File: src/rtl/sd_cmd_pkg.sv
// Shared constants and state type for the SD command-line serializer.
// Frame geometry and CRC7 polynomial live here so RTL and tooling agree.
package sd_cmd_pkg;

    localparam int FRAME_BITS = 48;
    localparam int DATA_BITS  = 40;
    localparam int CRC_BITS   = 7;
    localparam logic [CRC_BITS-1:0] CRC7_POLY = 7'h09;

    typedef enum logic [1:0] {
        IDLE,
        SHIFT,
        GAP
    } state_t;

endpackage

File: src/rtl/sd_crc7.sv
// Serial CRC7 (x^7+x^3+1, init 0), one bit per cycle when en is high.
// Result is registered; clr has priority over en.
module sd_crc7
    import sd_cmd_pkg::*;
(
    input  logic                clk,
    input  logic                rst,
    input  logic                clr,
    input  logic                en,
    input  logic                bit_in,
    output logic [CRC_BITS-1:0] crc
);

    logic fb;
    assign fb = crc[CRC_BITS-1] ^ bit_in;

    always_ff @(posedge clk or posedge rst) begin
        if (rst) begin
            crc <= '0;
        end else if (clr) begin
            crc <= '0;
        end else if (en) begin
            crc <= {crc[CRC_BITS-2:0], 1'b0} ^ (fb ? CRC7_POLY : '0);
        end
    end

endmodule

File: src/rtl/sd_cmd_serializer.sv
// Serializes a 48-bit SD command frame onto CMD, one bit per clk_en, then idles GAP_BITS periods.
// Outputs registered; start is ignored while ready is low.
module sd_cmd_serializer
    import sd_cmd_pkg::*;
#(
    parameter int GAP_BITS = 8
) (
    input  logic        clk,
    input  logic        rst,
    input  logic        clk_en,
    input  logic        start,
    input  logic [5:0]  cmd_index,
    input  logic [31:0] cmd_arg,
    output logic        ready,
    output logic        cmd_out,
    output logic        cmd_oe,
    output logic        done
);

    localparam int GW = (GAP_BITS > 1) ? $clog2(GAP_BITS) : 1;
    localparam logic [GW-1:0] GAP_LAST = GW'((GAP_BITS > 0) ? GAP_BITS - 1 : 0);
    localparam int SW = DATA_BITS - 1;

    state_t         state;
    logic [5:0]     bit_cnt;
    logic [GW-1:0]  gap_cnt;
    logic [SW-1:0]  shreg;
    logic [CRC_BITS-1:0] crc;
    logic           accept;
    logic           crc_en;

    assign accept = (state == IDLE) && start && ready;
    // The start bit is 0 and the CRC starts at 0, so feeding it would be a no-op;
    // the CRC instead absorbs each bit as it is launched, ready just in time for bit 40.
    assign crc_en = (state == SHIFT) && clk_en && (bit_cnt < 6'(DATA_BITS - 1));

    sd_crc7 u_crc (
        .clk    (clk),
        .rst    (rst),
        .clr    (accept),
        .en     (crc_en),
        .bit_in (shreg[SW-1]),
        .crc    (crc)
    );

    always_ff @(posedge clk or posedge rst) begin
        if (rst) begin
            state   <= IDLE;
            bit_cnt <= '0;
            gap_cnt <= '0;
            shreg   <= '0;
            cmd_out <= 1'b1;
            cmd_oe  <= 1'b0;
            ready   <= 1'b0;
            done    <= 1'b0;
        end else begin
            done <= 1'b0;
            case (state)
                IDLE: begin
                    ready <= 1'b1;
                    if (accept) begin
                        state   <= SHIFT;
                        ready   <= 1'b0;
                        bit_cnt <= '0;
                        shreg   <= {1'b1, cmd_index, cmd_arg};
                        cmd_oe  <= 1'b1;
                        cmd_out <= 1'b0;
                    end
                end
                SHIFT: if (clk_en) begin
                    if (bit_cnt == 6'(FRAME_BITS - 1)) begin
                        cmd_oe  <= 1'b0;
                        cmd_out <= 1'b1;
                        gap_cnt <= '0;
                        if (GAP_BITS == 0) begin
                            state <= IDLE;
                            done  <= 1'b1;
                            ready <= 1'b1;
                        end else begin
                            state <= GAP;
                        end
                    end else begin
                        bit_cnt <= bit_cnt + 6'd1;
                        if (bit_cnt == 6'(DATA_BITS - 1)) begin
                            // Reload with CRC bits followed by the end bit.
                            cmd_out <= crc[CRC_BITS-1];
                            shreg   <= {crc[CRC_BITS-2:0], 1'b1, {(SW - CRC_BITS){1'b0}}};
                        end else begin
                            cmd_out <= shreg[SW-1];
                            shreg   <= {shreg[SW-2:0], 1'b0};
                        end
                    end
                end
                GAP: if (clk_en) begin
                    if (gap_cnt == GAP_LAST) begin
                        state <= IDLE;
                        done  <= 1'b1;
                        ready <= 1'b1;
                    end else begin
                        gap_cnt <= gap_cnt + 1'b1;
                    end
                end
                default: state <= IDLE;
            endcase
        end
    end

endmodule

File: config.mk
export PLATFORM = sky130hd
export DESIGN_NAME = sd_cmd_serializer
export DESIGN_NICKNAME = d
export VERILOG_FILES = /design/src/rtl/sd_cmd_pkg.sv /design/src/rtl/sd_crc7.sv /design/src/rtl/sd_cmd_serializer.sv
export SDC_FILE = /design/constraint.sdc
export NUM_CORES = 1
export LEC_CHECK = 0
export CAP_MARGIN = 20
export CORE_MARGIN = 5
export CORE_UTILIZATION = 57
export DETAILED_ROUTE_END_ITERATION = 16
export GPL_ROUTABILITY_DRIVEN = 0
export PLACE_DENSITY = 0.88
export SETUP_SLACK_MARGIN = 0.4
export SYNTH_ARGS = -nofsm -noshare
export SYNTH_HDL_FRONTEND = slang
export SYNTH_SLANG_ARGS = --single-unit
File: constraint.sdc
create_clock -name clk -period 5.7 [get_ports clk]
set_clock_uncertainty 0.1 [all_clocks]
set_input_delay 0.855 -clock clk [delete_from_list [all_inputs] [get_ports clk]]
set_output_delay 0.855 -clock clk [all_outputs]
set_load 0.01 [all_outputs]
==> impl_metrics.env, run 1 <==
export IMPL_status="completed"
export IMPL_cellLeakagePower_uw=0.00187
export IMPL_fin_cells=362
export IMPL_post_place_ws_ns=2.51
export IMPL_rsz0062_at_grt="no"
export IMPL_avgRoutedWirePerCell_um=16.8
export IMPL_synth_seq_cells=61
export IMPL_routed_top_layer="met4"
export IMPL_worstSkewPairLatency_ns=0.35
export IMPL_antenna_cells=0
export IMPL_ys_flop_type="dfrtp_1"
export IMPL_r2r_slack_ns=3.30
export IMPL_syn_instance_count=245
export IMPL_final_setup_tns_ns=0
export IMPL_drive_above_1_share_pct=7.80
export IMPL_grt_max_degree=62
export IMPL_port_buffers=45
export IMPL_critPathTopFamily="simple AND/OR/NAND/NOR gates"
export IMPL_cts_buffer_depth=2
export IMPL_grt_use_total_pct=21.2
export IMPL_hold_end="shreg[10]"
export IMPL_r2r_end="shreg[2]"
export IMPL_cts_root_buf="clkbuf_8"
export IMPL_wl_met3_um=342
export IMPL_path_cells="clkdlybuf4s50_1, and3b_1, o21ai_1, nor2b_2, buf_8, a21o_1"
export IMPL_io_pins=46
export IMPL_die_x_um=80.1
export IMPL_first_pass_iters=5
export IMPL_hold_ws_ns=0.377
export IMPL_required_ns=5.89
export IMPL_powerDensity_nw_per_um2=443
export IMPL_finalNetCount=336
export IMPL_min_period_over_period_pct=50.0
export IMPL_dp_cells=346
export IMPL_fillers=346
export IMPL_ctsResizeCount=0
export IMPL_initial_core_util_pct=59.0
export IMPL_cts_sinks=61
export IMPL_cts_clk_slew_worst_paths_ns=0.07
export IMPL_worstSetupStartpointType="input pin"
export IMPL_ant_nets=0
export IMPL_synth_fp_nets=291
export IMPL_cp_end_kind="flop"
export IMPL_grt_ovfl_total=0
export IMPL_die_y_um=80.1
export IMPL_maxCapViolCount=0
export IMPL_critPathSlowestCell="clkdlybuf4s50_1"
export IMPL_setup_viol=0
export IMPL_hpwl_um=3850
export IMPL_finalWorstSetupSlack_ns=2.85
export IMPL_arrival_ns=3.04
export IMPL_worst_pin_slew_ns=0.735
export IMPL_syn_to_final_growth_pct=27.3
export IMPL_netlist_area_um2=2800
export IMPL_core_um2=4750
export IMPL_worst_r2r_cell_count=6
export IMPL_vias_per_cell=5.90
export IMPL_antenna_found_initial=0
export IMPL_m1WireLength_um=2650
export IMPL_synth_edf_count=0
export IMPL_min_period_ns=2.85
export IMPL_drt_iter0_drc=126
export IMPL_grt_pass1_vias=2081
export IMPL_min_path_cells=1
export IMPL_finalMaxSlewViolations=0
export IMPL_rows=25
export IMPL_critPathMaxFanout=19
export IMPL_design_die_area_um2=6420
export IMPL_grt_pass1_wl_um=10200
export IMPL_max_stage_delay_ns=0.58
export IMPL_critPathKind="input pin to flop"
export IMPL_cts_setup_buffers=0
export IMPL_min_delay_start="shreg[9]"
export IMPL_synth_seq_area_share_pct=54.5
export IMPL_cp_buffers_inverters=2
export IMPL_totalWireLength_um=6100
export IMPL_hold_path_class="flop to flop"
export IMPL_cts_tree="yes"
export IMPL_vias=2134
export IMPL_yosys_warnings=0
export IMPL_hold_viol=0
export IMPL_ctsHtreeMaxLevel=3
export IMPL_avgSynthCellArea_um2=11.4
export IMPL_maxSlewHeadroom_pct=51.0
export IMPL_hold_buffers=0
export IMPL_max_freq_mhz=351
export IMPL_drc_errors=0
export IMPL_met2WireLength_um=2980
export IMPL_numCtsBuffers=9
export IMPL_timing_rr_start="bit_cnt[0]"
export IMPL_yosysUniqueCellTypes=33
export IMPL_async_reset_ff_share_pct=100
export IMPL_vdd_drop_max_uv=304
[sequential cells by signal (all words and copies together) (netlist names)]
name,count
bit_cnt,6
shreg,39
cmd_out,1
state,2
ready,1
u_crc.crc,7
cmd_oe,1
gap_cnt,3
done,1
[metal layers]
metal	vias to the layer above	global-route usage [%]
met2	50	32.0
met4	0	9.46
met1	1071	27.6
met5	-	0
li1	1000	-
met3	13	7.51
[cell usage in the layout (no fill, tap or decap), types with 2 or more instances in the layout]
cell type,instances
nand3_1,7
xnor2_1,2
mux2i_1,11
a21o_1,33
a22oi_1,5
nor2_1,11
buf_4,3
o21ai_1,9
o21ai_0,6
nand2b_1,3
bufinv_16,3
a32o_1,2
o31ai_1,2
nand2_1,15
nor2b_1,4
or4_1,3
clkbuf_8,12
or2_1,2
clkdlybuf4s50_1,45
ha_1,4
a22o_1,34
a21oi_1,5
dfrtp_1,60
[worst max-delay path by stage]
| stage | slack [ns] | end | startpoint | depth (start not counted) |
|---|---|---|---|---|
| floorplan | 3.23 | bit_cnt[0] | rst | 1 |
| global placement | 2.30 | shreg[1] | clk_en | 5 |
| detailed placement | 2.51 | shreg[12] | clk_en | 6 |
| CTS | 2.87 | shreg[2] | clk_en | 6 |
| global route | 2.70 | shreg[2] | clk_en | 6 |
| finish | 2.85 | shreg[2] | clk_en | 6 |
[layout make-up]
cell class / instances / area (um^2) / share of cell area [%]
clock buffer: 13 / 169 / 4.73
clock inverter: 3 / 90.1 / 2.52
inverter: 2 / 7.51 / 0.210
multi-input combinational: 167 / 1200 / 33.7
sequential: 61 / 1530 / 42.8
tap: 67 / 83.8 / 2.35
timing repair buffer: 49 / 488 / 13.7
[power by group]
group	switching [uW]	internal (uW)
Combinational	175	213
Clock	163	326
Sequential	115	588
[synth_stat cells, drive strengths merged (3+ instances only)]
cell type / count / share of area, %
a21o: 33 / 8.8
mux2i: 11 / 3.9
o21ai: 15 / 2.7
buf: 11 / 2.3
dfrtp: 60 / 54
a21oi: 5 / 0.89
clkbuf: 4 / 0.54
nor2b: 5 / 1.1
nand3: 7 / 1.2
nand2: 15 / 2.0
or4: 3 / 0.80
a22o: 34 / 11
a22oi: 5 / 1.3
ha: 4 / 1.8
nand2b: 3 / 0.67
nor2: 11 / 1.5
[stage by stage]
stage / instance area [um^2] / total power (uW) / utilization (%)
6_report: 3570 / 1580 / 75.1
2_1_floorplan: 2800 / 960 / -
3_3_place_gp: 3300 / 1060 / 69.3
4_1_cts: 3570 / 1590 / 75.1
5_1_grt: 3570 / 1670 / 75.1
3_5_place_dp: 3310 / 1090 / 69.6
[logic make-up after synthesis]
family | after synthesis | share of synthesized area [%]
adders and majority gates | 4 | 1.78
muxes | 11 | 3.93
AOI/OAI and AO/OA | 100 | 27.1
DFF | 61 | 54.5
and+or+nand+nor | 50 | 8.97
buffers and inverters | 17 | 3.08
xor gates and xnor gates | 2 | 0.625
Note: power is estimated with default switching activity, not from simulation.
==> inputs of run 2 (changes only) <==
--- a/config.mk
+++ b/config.mk
@@ -7,10 +7,10 @@
 export LEC_CHECK = 0
 export CAP_MARGIN = 20
 export CORE_MARGIN = 5
-export CORE_UTILIZATION = 57
+export CORE_UTILIZATION = 53
 export DETAILED_ROUTE_END_ITERATION = 16
 export GPL_ROUTABILITY_DRIVEN = 0
-export PLACE_DENSITY = 0.88
+export PLACE_DENSITY = 0.83
 export SETUP_SLACK_MARGIN = 0.4
 export SYNTH_ARGS = -nofsm -noshare
 export SYNTH_HDL_FRONTEND = slang
==> constraint.sdc (replaced) <==
create_clock -name clk -period 2.9 [get_ports clk]
set_clock_uncertainty 0.1 [all_clocks]
set_input_delay 0.435 -clock clk [delete_from_list [all_inputs] [get_ports clk]]
set_output_delay 0.435 -clock clk [all_outputs]
set_load 0.01 [all_outputs]
==> impl_metrics.env, run 2 (synthesized netlist as in run 1, its figures left out) <==
export IMPL_numCtsBuffers=9
export IMPL_worstSkewPairLatency_ns=0.34
export IMPL_dp_cells=351
export IMPL_critPathKind="flop to flop"
export IMPL_path_cells="ha_1, nand3b_1, o21ai_1, nor2b_2, buf_4, a21o_1"
export IMPL_die_x_um=82.7
export IMPL_finalNetCount=338
export IMPL_ant_nets=0
export IMPL_hold_path_class="input pin to async pin"
export IMPL_max_stage_delay_ns=0.51
export IMPL_hold_ws_ns=0.373
export IMPL_min_period_ns=2.20
export IMPL_port_buffers=45
export IMPL_antenna_found_initial=0
export IMPL_avgRoutedWirePerCell_um=16.8
export IMPL_io_pins=46
export IMPL_maxCapViolCount=0
export IMPL_vias_per_cell=5.73
export IMPL_largest_register_ffs=39
export IMPL_post_place_ws_ns=0.445
export IMPL_critPathTopFamily="compound AO/OA/AOI/OAI gates"
export IMPL_setup_viol=0
export IMPL_first_pass_iters=4
export IMPL_rsz0062_at_grt="no"
export IMPL_ctsHtreeMaxLevel=3
export IMPL_worstSetupStartpointType="flop"
export IMPL_cts_tree="yes"
export IMPL_vdd_drop_max_uv=467
export IMPL_multi_input_area_um2=1200
export IMPL_hold_buffers=0
export IMPL_design_die_area_um2=6850
export IMPL_final_common_cell="dfrtp_1"
export IMPL_grt_use_total_pct=20.0
export IMPL_initial_core_util_pct=54.9
export IMPL_totalWireLength_um=6170
export IMPL_vias=2102
export IMPL_finalMaxSlewViolations=0
export IMPL_hpwl_um=4070
export IMPL_fin_cells=367
export IMPL_cellLeakagePower_uw=0.00188
export IMPL_die_y_um=82.7
export IMPL_finalWorstSetupSlack_ns=0.698
export IMPL_syn_to_final_growth_pct=28.6
export IMPL_min_period_over_period_pct=75.9
export IMPL_maxSlewHeadroom_pct=63.6
export IMPL_grt_pass1_wl_um=10200
export IMPL_arrival_ns=2.32
export IMPL_rows=26
export IMPL_cts_buffer_depth=2
export IMPL_required_ns=3.02
export IMPL_status="completed"
export IMPL_max_freq_mhz=454
export IMPL_critPathMaxFanout=31
export IMPL_cp_end_kind="flop"
export IMPL_final_setup_tns_ns=0
export IMPL_cts_setup_buffers=0
export IMPL_ctsResizeCount=0
export IMPL_regMostFlops="shreg"
export IMPL_reg_largest_list="shreg: 39 flops, u_crc.crc: 7 flops, bit_cnt: 6 flops"
export IMPL_drc_errors=0
export IMPL_cts_root_buf="clkbuf_8"
export IMPL_power_uw=3150
export IMPL_core_um2=5110
export IMPL_hold_viol=0
export IMPL_worst_pin_slew_ns=0.543
export IMPL_powerDensity_nw_per_um2=875
export IMPL_cts_sinks=61
export IMPL_grt_max_degree=62
export IMPL_cp_buffers_inverters=1
export IMPL_grt_pass1_vias=2122
export IMPL_grt_ovfl_total=0
export IMPL_drt_iter0_drc=102
export IMPL_critPathSlowestCell="o21ai_1"
export IMPL_seq_area_um2=1530
export IMPL_cts_clk_slew_worst_paths_ns=0.08
export IMPL_drive_above_1_share_pct=8.75
export IMPL_fillers=379
export IMPL_final_cell_mix="60 x dfrtp_1, 45 x clkdlybuf4s50_1, 34 x a22o_1"
export IMPL_antenna_cells=0
==> run 2: cell count changes in the layout (fill, tap and decap cells not counted), sizes merged <==
cell / previous run / this run
clkbuf: 13 / 9
buf: 4 / 6
clkinv: 0 / 2
bufinv: 3 / 4
inv: 2 / 3
==> run 2: metrics by stage <==
step,util [%],instance area (um^2)
after global placement,65.3,3330
final,70.6,3600
after CTS,70.6,3600
after floorplan,-,2800
after detailed placement,65.3,3330
after global routing,70.6,3600
==> run 2: path summary, 6_finish.rpt <==
check / from / end / slack (ns) / cells after the start
worst max-delay path: bit_cnt[0] / shreg[4] / 0.70 / 6
worst min-delay path: rst / shreg[20] / 0.37 / 3
worst max register to register: bit_cnt[0] / shreg[4] / 0.70 / 6
worst min register to register: shreg[29] / shreg[30] / 0.37 / 1
max in group asynchronous: rst / cmd_out / 2.00 / 3
min in group clk: shreg[29] / shreg[30] / 0.37 / 1
==> run 2: final cells by class <==
type	count	area share, %
timing repair buffer	51	14.1
clock inverter	7	4.06
tap	70	2.43
multi-input combinational	167	33.4
sequential	61	42.4
clock buffer	9	3.44
inverter	2	0.208
==> run 2: power by group <==
part | internal (uW) | switching (uW) | leakage [uW] | total (uW)
registers | 1160 | 225 | 0.000786 | 1380
clock network | 664 | 346 | 0.000134 | 1010
logic | 423 | 342 | 0.000963 | 765
==> run 2: per-layer routing <==
layer	GRT usage, %	wire length [um]
met5	0	0
met4	9.80	140
met3	4.56	331
met2	32.0	3050
met1	25.6	2650
==> run 2: worst min-delay path, stage by stage <==
cell	delay [ns]
clkdlybuf4s50_1	0.42
inv_2	0.07
buf_12	0.28
==> inputs of run 3 (changes only) <==
==> constraint.sdc (replaced) <==
create_clock -name clk -period 2.2 [get_ports clk]
set_clock_uncertainty 0.1 [all_clocks]
set_input_delay 0.33 -clock clk [delete_from_list [all_inputs] [get_ports clk]]
set_output_delay 0.33 -clock clk [all_outputs]
set_load 0.01 [all_outputs]
==> impl_metrics.env, run 3 (synthesized netlist as in run 1, its figures left out) <==
export IMPL_status="completed"
export IMPL_reg_largest_list="shreg: 39 flops, u_crc.crc: 7 flops, bit_cnt: 6 flops"
export IMPL_worstSkewPairLatency_ns=0.33
export IMPL_power_uw=4070
export IMPL_arrival_ns=1.97
export IMPL_min_period_ns=1.80
export IMPL_cts_clk_slew_worst_paths_ns=0.08
export IMPL_finalCoreUtilization_pct=74.0
export IMPL_avgRoutedWirePerCell_um=17.8
export IMPL_cp_buffers_inverters=2
export IMPL_critPathCapture="bit_cnt[4]"
export IMPL_maxSlewHeadroom_pct=76.9
export IMPL_hold_viol=0
export IMPL_required_ns=2.37
export IMPL_first_pass_iters=4
export IMPL_antenna_found_initial=0
export IMPL_critPathSlowestCell="or4_4"
export IMPL_die_x_um=82.7
export IMPL_final_common_cell="dfrtp_1"
export IMPL_final_area_um2=3780
export IMPL_initial_core_util_pct=54.9
export IMPL_cts_sinks=61
export IMPL_grt_use_total_pct=20.4
export IMPL_finalMaxSlewViolations=0
export IMPL_min_period_over_period_pct=81.9
export IMPL_worst_pin_slew_ns=0.346
export IMPL_grt_pass1_wl_um=10500
export IMPL_cts_tree="yes"
export IMPL_design_die_area_um2=6850
export IMPL_vias=2226
export IMPL_grt_max_degree=62
export IMPL_ant_nets=0
export IMPL_syn_to_final_growth_pct=34.8
export IMPL_drt_iter0_drc=123
export IMPL_ctsHtreeMaxLevel=3
export IMPL_die_y_um=82.7
export IMPL_startpoint="bit_cnt[0]"
export IMPL_max_stage_delay_ns=0.42
export IMPL_path_cells="ha_2, nand3b_1, o32ai_4, buf_12, buf_8, or4_4, nand2_2"
export IMPL_powerDensity_nw_per_um2=1080
export IMPL_finalNetCount=355
export IMPL_numCtsBuffers=9
export IMPL_worst_r2r_cell_count=7
export IMPL_r2r_slack_ns=0.40
export IMPL_core_um2=5110
export IMPL_grt_ovfl_total=0
export IMPL_final_cell_mix="59 x dfrtp_1, 44 x clkdlybuf4s50_1, 34 x a22o_1"
export IMPL_grt_pass1_vias=2204
export IMPL_cts_root_buf="clkbuf_8"
export IMPL_cp_end_kind="flop"
export IMPL_cp_depth=7
export IMPL_final_setup_tns_ns=0
export IMPL_rsz0062_at_grt="yes"
export IMPL_critPathTopFamily="simple AND/OR/NAND/NOR gates"
export IMPL_critPathMaxFanout=9
export IMPL_io_pins=46
export IMPL_antenna_cells=0
export IMPL_maxCapViolCount=0
export IMPL_max_freq_mhz=555
export IMPL_rows=26
export IMPL_timing_rr_start="bit_cnt[0]"
export IMPL_vias_per_cell=5.80
export IMPL_vdd_drop_max_uv=743
export IMPL_totalWireLength_um=6840
export IMPL_placed_area_um2=3410
export IMPL_setup_viol=0
export IMPL_drc_errors=0
export IMPL_port_buffers=45
export IMPL_r2r_end="bit_cnt[4]"
export IMPL_hold_path_class="input pin to async pin"
export IMPL_worstSetupStartpointType="flop"
export IMPL_drive_above_1_share_pct=15.9
export IMPL_hpwl_um=4190
export IMPL_cts_buffer_depth=2
export IMPL_cellLeakagePower_uw=0.00195
export IMPL_largest_register_ffs=39
export IMPL_critPathKind="flop to flop"
export IMPL_regMostFlops="shreg"
export IMPL_hold_ws_ns=0.327
-- run 3: report_power, final --
| part | switching, uW | internal (uW) |
|---|---|---|
| logic | 514 | 655 |
| registers | 281 | 1520 |
| clock network | 459 | 641 |
| total | 1250 | 2820 |
-- run 3: worst min-delay path by stage --
| stage | startpoint | endpoint | slack, ns |
|---|---|---|---|
| 3_3_place_gp | shreg[9] | shreg[10] | 0.36 |
| 2_1_floorplan | rst | bit_cnt[0] | 0.34 |
| 5_1_grt | rst | shreg[12] | 0.34 |
| 6_report | rst | shreg[11] | 0.33 |
| 3_5_place_dp | shreg[7] | shreg[8] | 0.36 |
| 4_1_cts | rst | shreg[11] | 0.33 |
-- run 3: tightest hold or removal path, stage by stage --
cell             delay, ns
clkdlybuf4s50_1       0.44
clkinvlp_4            0.09
buf_12                0.29
-- run 3: metal layers --
| layer | GRT usage [%] | wire, um | up-vias | share of wire (%) |
|---|---|---|---|---|
| li1 | - | - | 1042 | - |
| met2 | 35.1 | 3710 | 46 | 54 |
| met3 | 5.97 | 307 | 7 | 4.5 |
| met4 | 5.39 | 80 | 0 | 1.2 |
| met5 | 0 | 0 | - | 0 |
| met1 | 25.2 | 2740 | 1131 | 40 |
-- run 3: area by class of cell --
type,instances,area (um^2)
fill,363,1330
clock buffer,9,124
inverter,2,11.3
tap,70,87.6
clock inverter,7,98.8
timing repair buffer,68,712
sequential,61,1530
multi-input combinational,167,1220
-- run 3: metrics by stage --
stage / setup WS, ns / std cells
6_report: 0.397 / 384
5_1_grt: 0.346 / 384
4_1_cts: 0.395 / 381
3_5_place_dp: 0.0999 / 357
3_3_place_gp: 0.114 / 357
2_1_floorplan: 0.432 / 245
-- run 3: timing repair --
| item | CTS | global route |
|---|---|---|
| gates resized for setup | 11 | 5 |
| pin swaps | 6 | 2 |
| setup buffers | 6 | 2 |
| hold buffers | 0 | 0 |
| setup endpoints to repair | 45 | 17 |
| cloned | 2 | 1 |
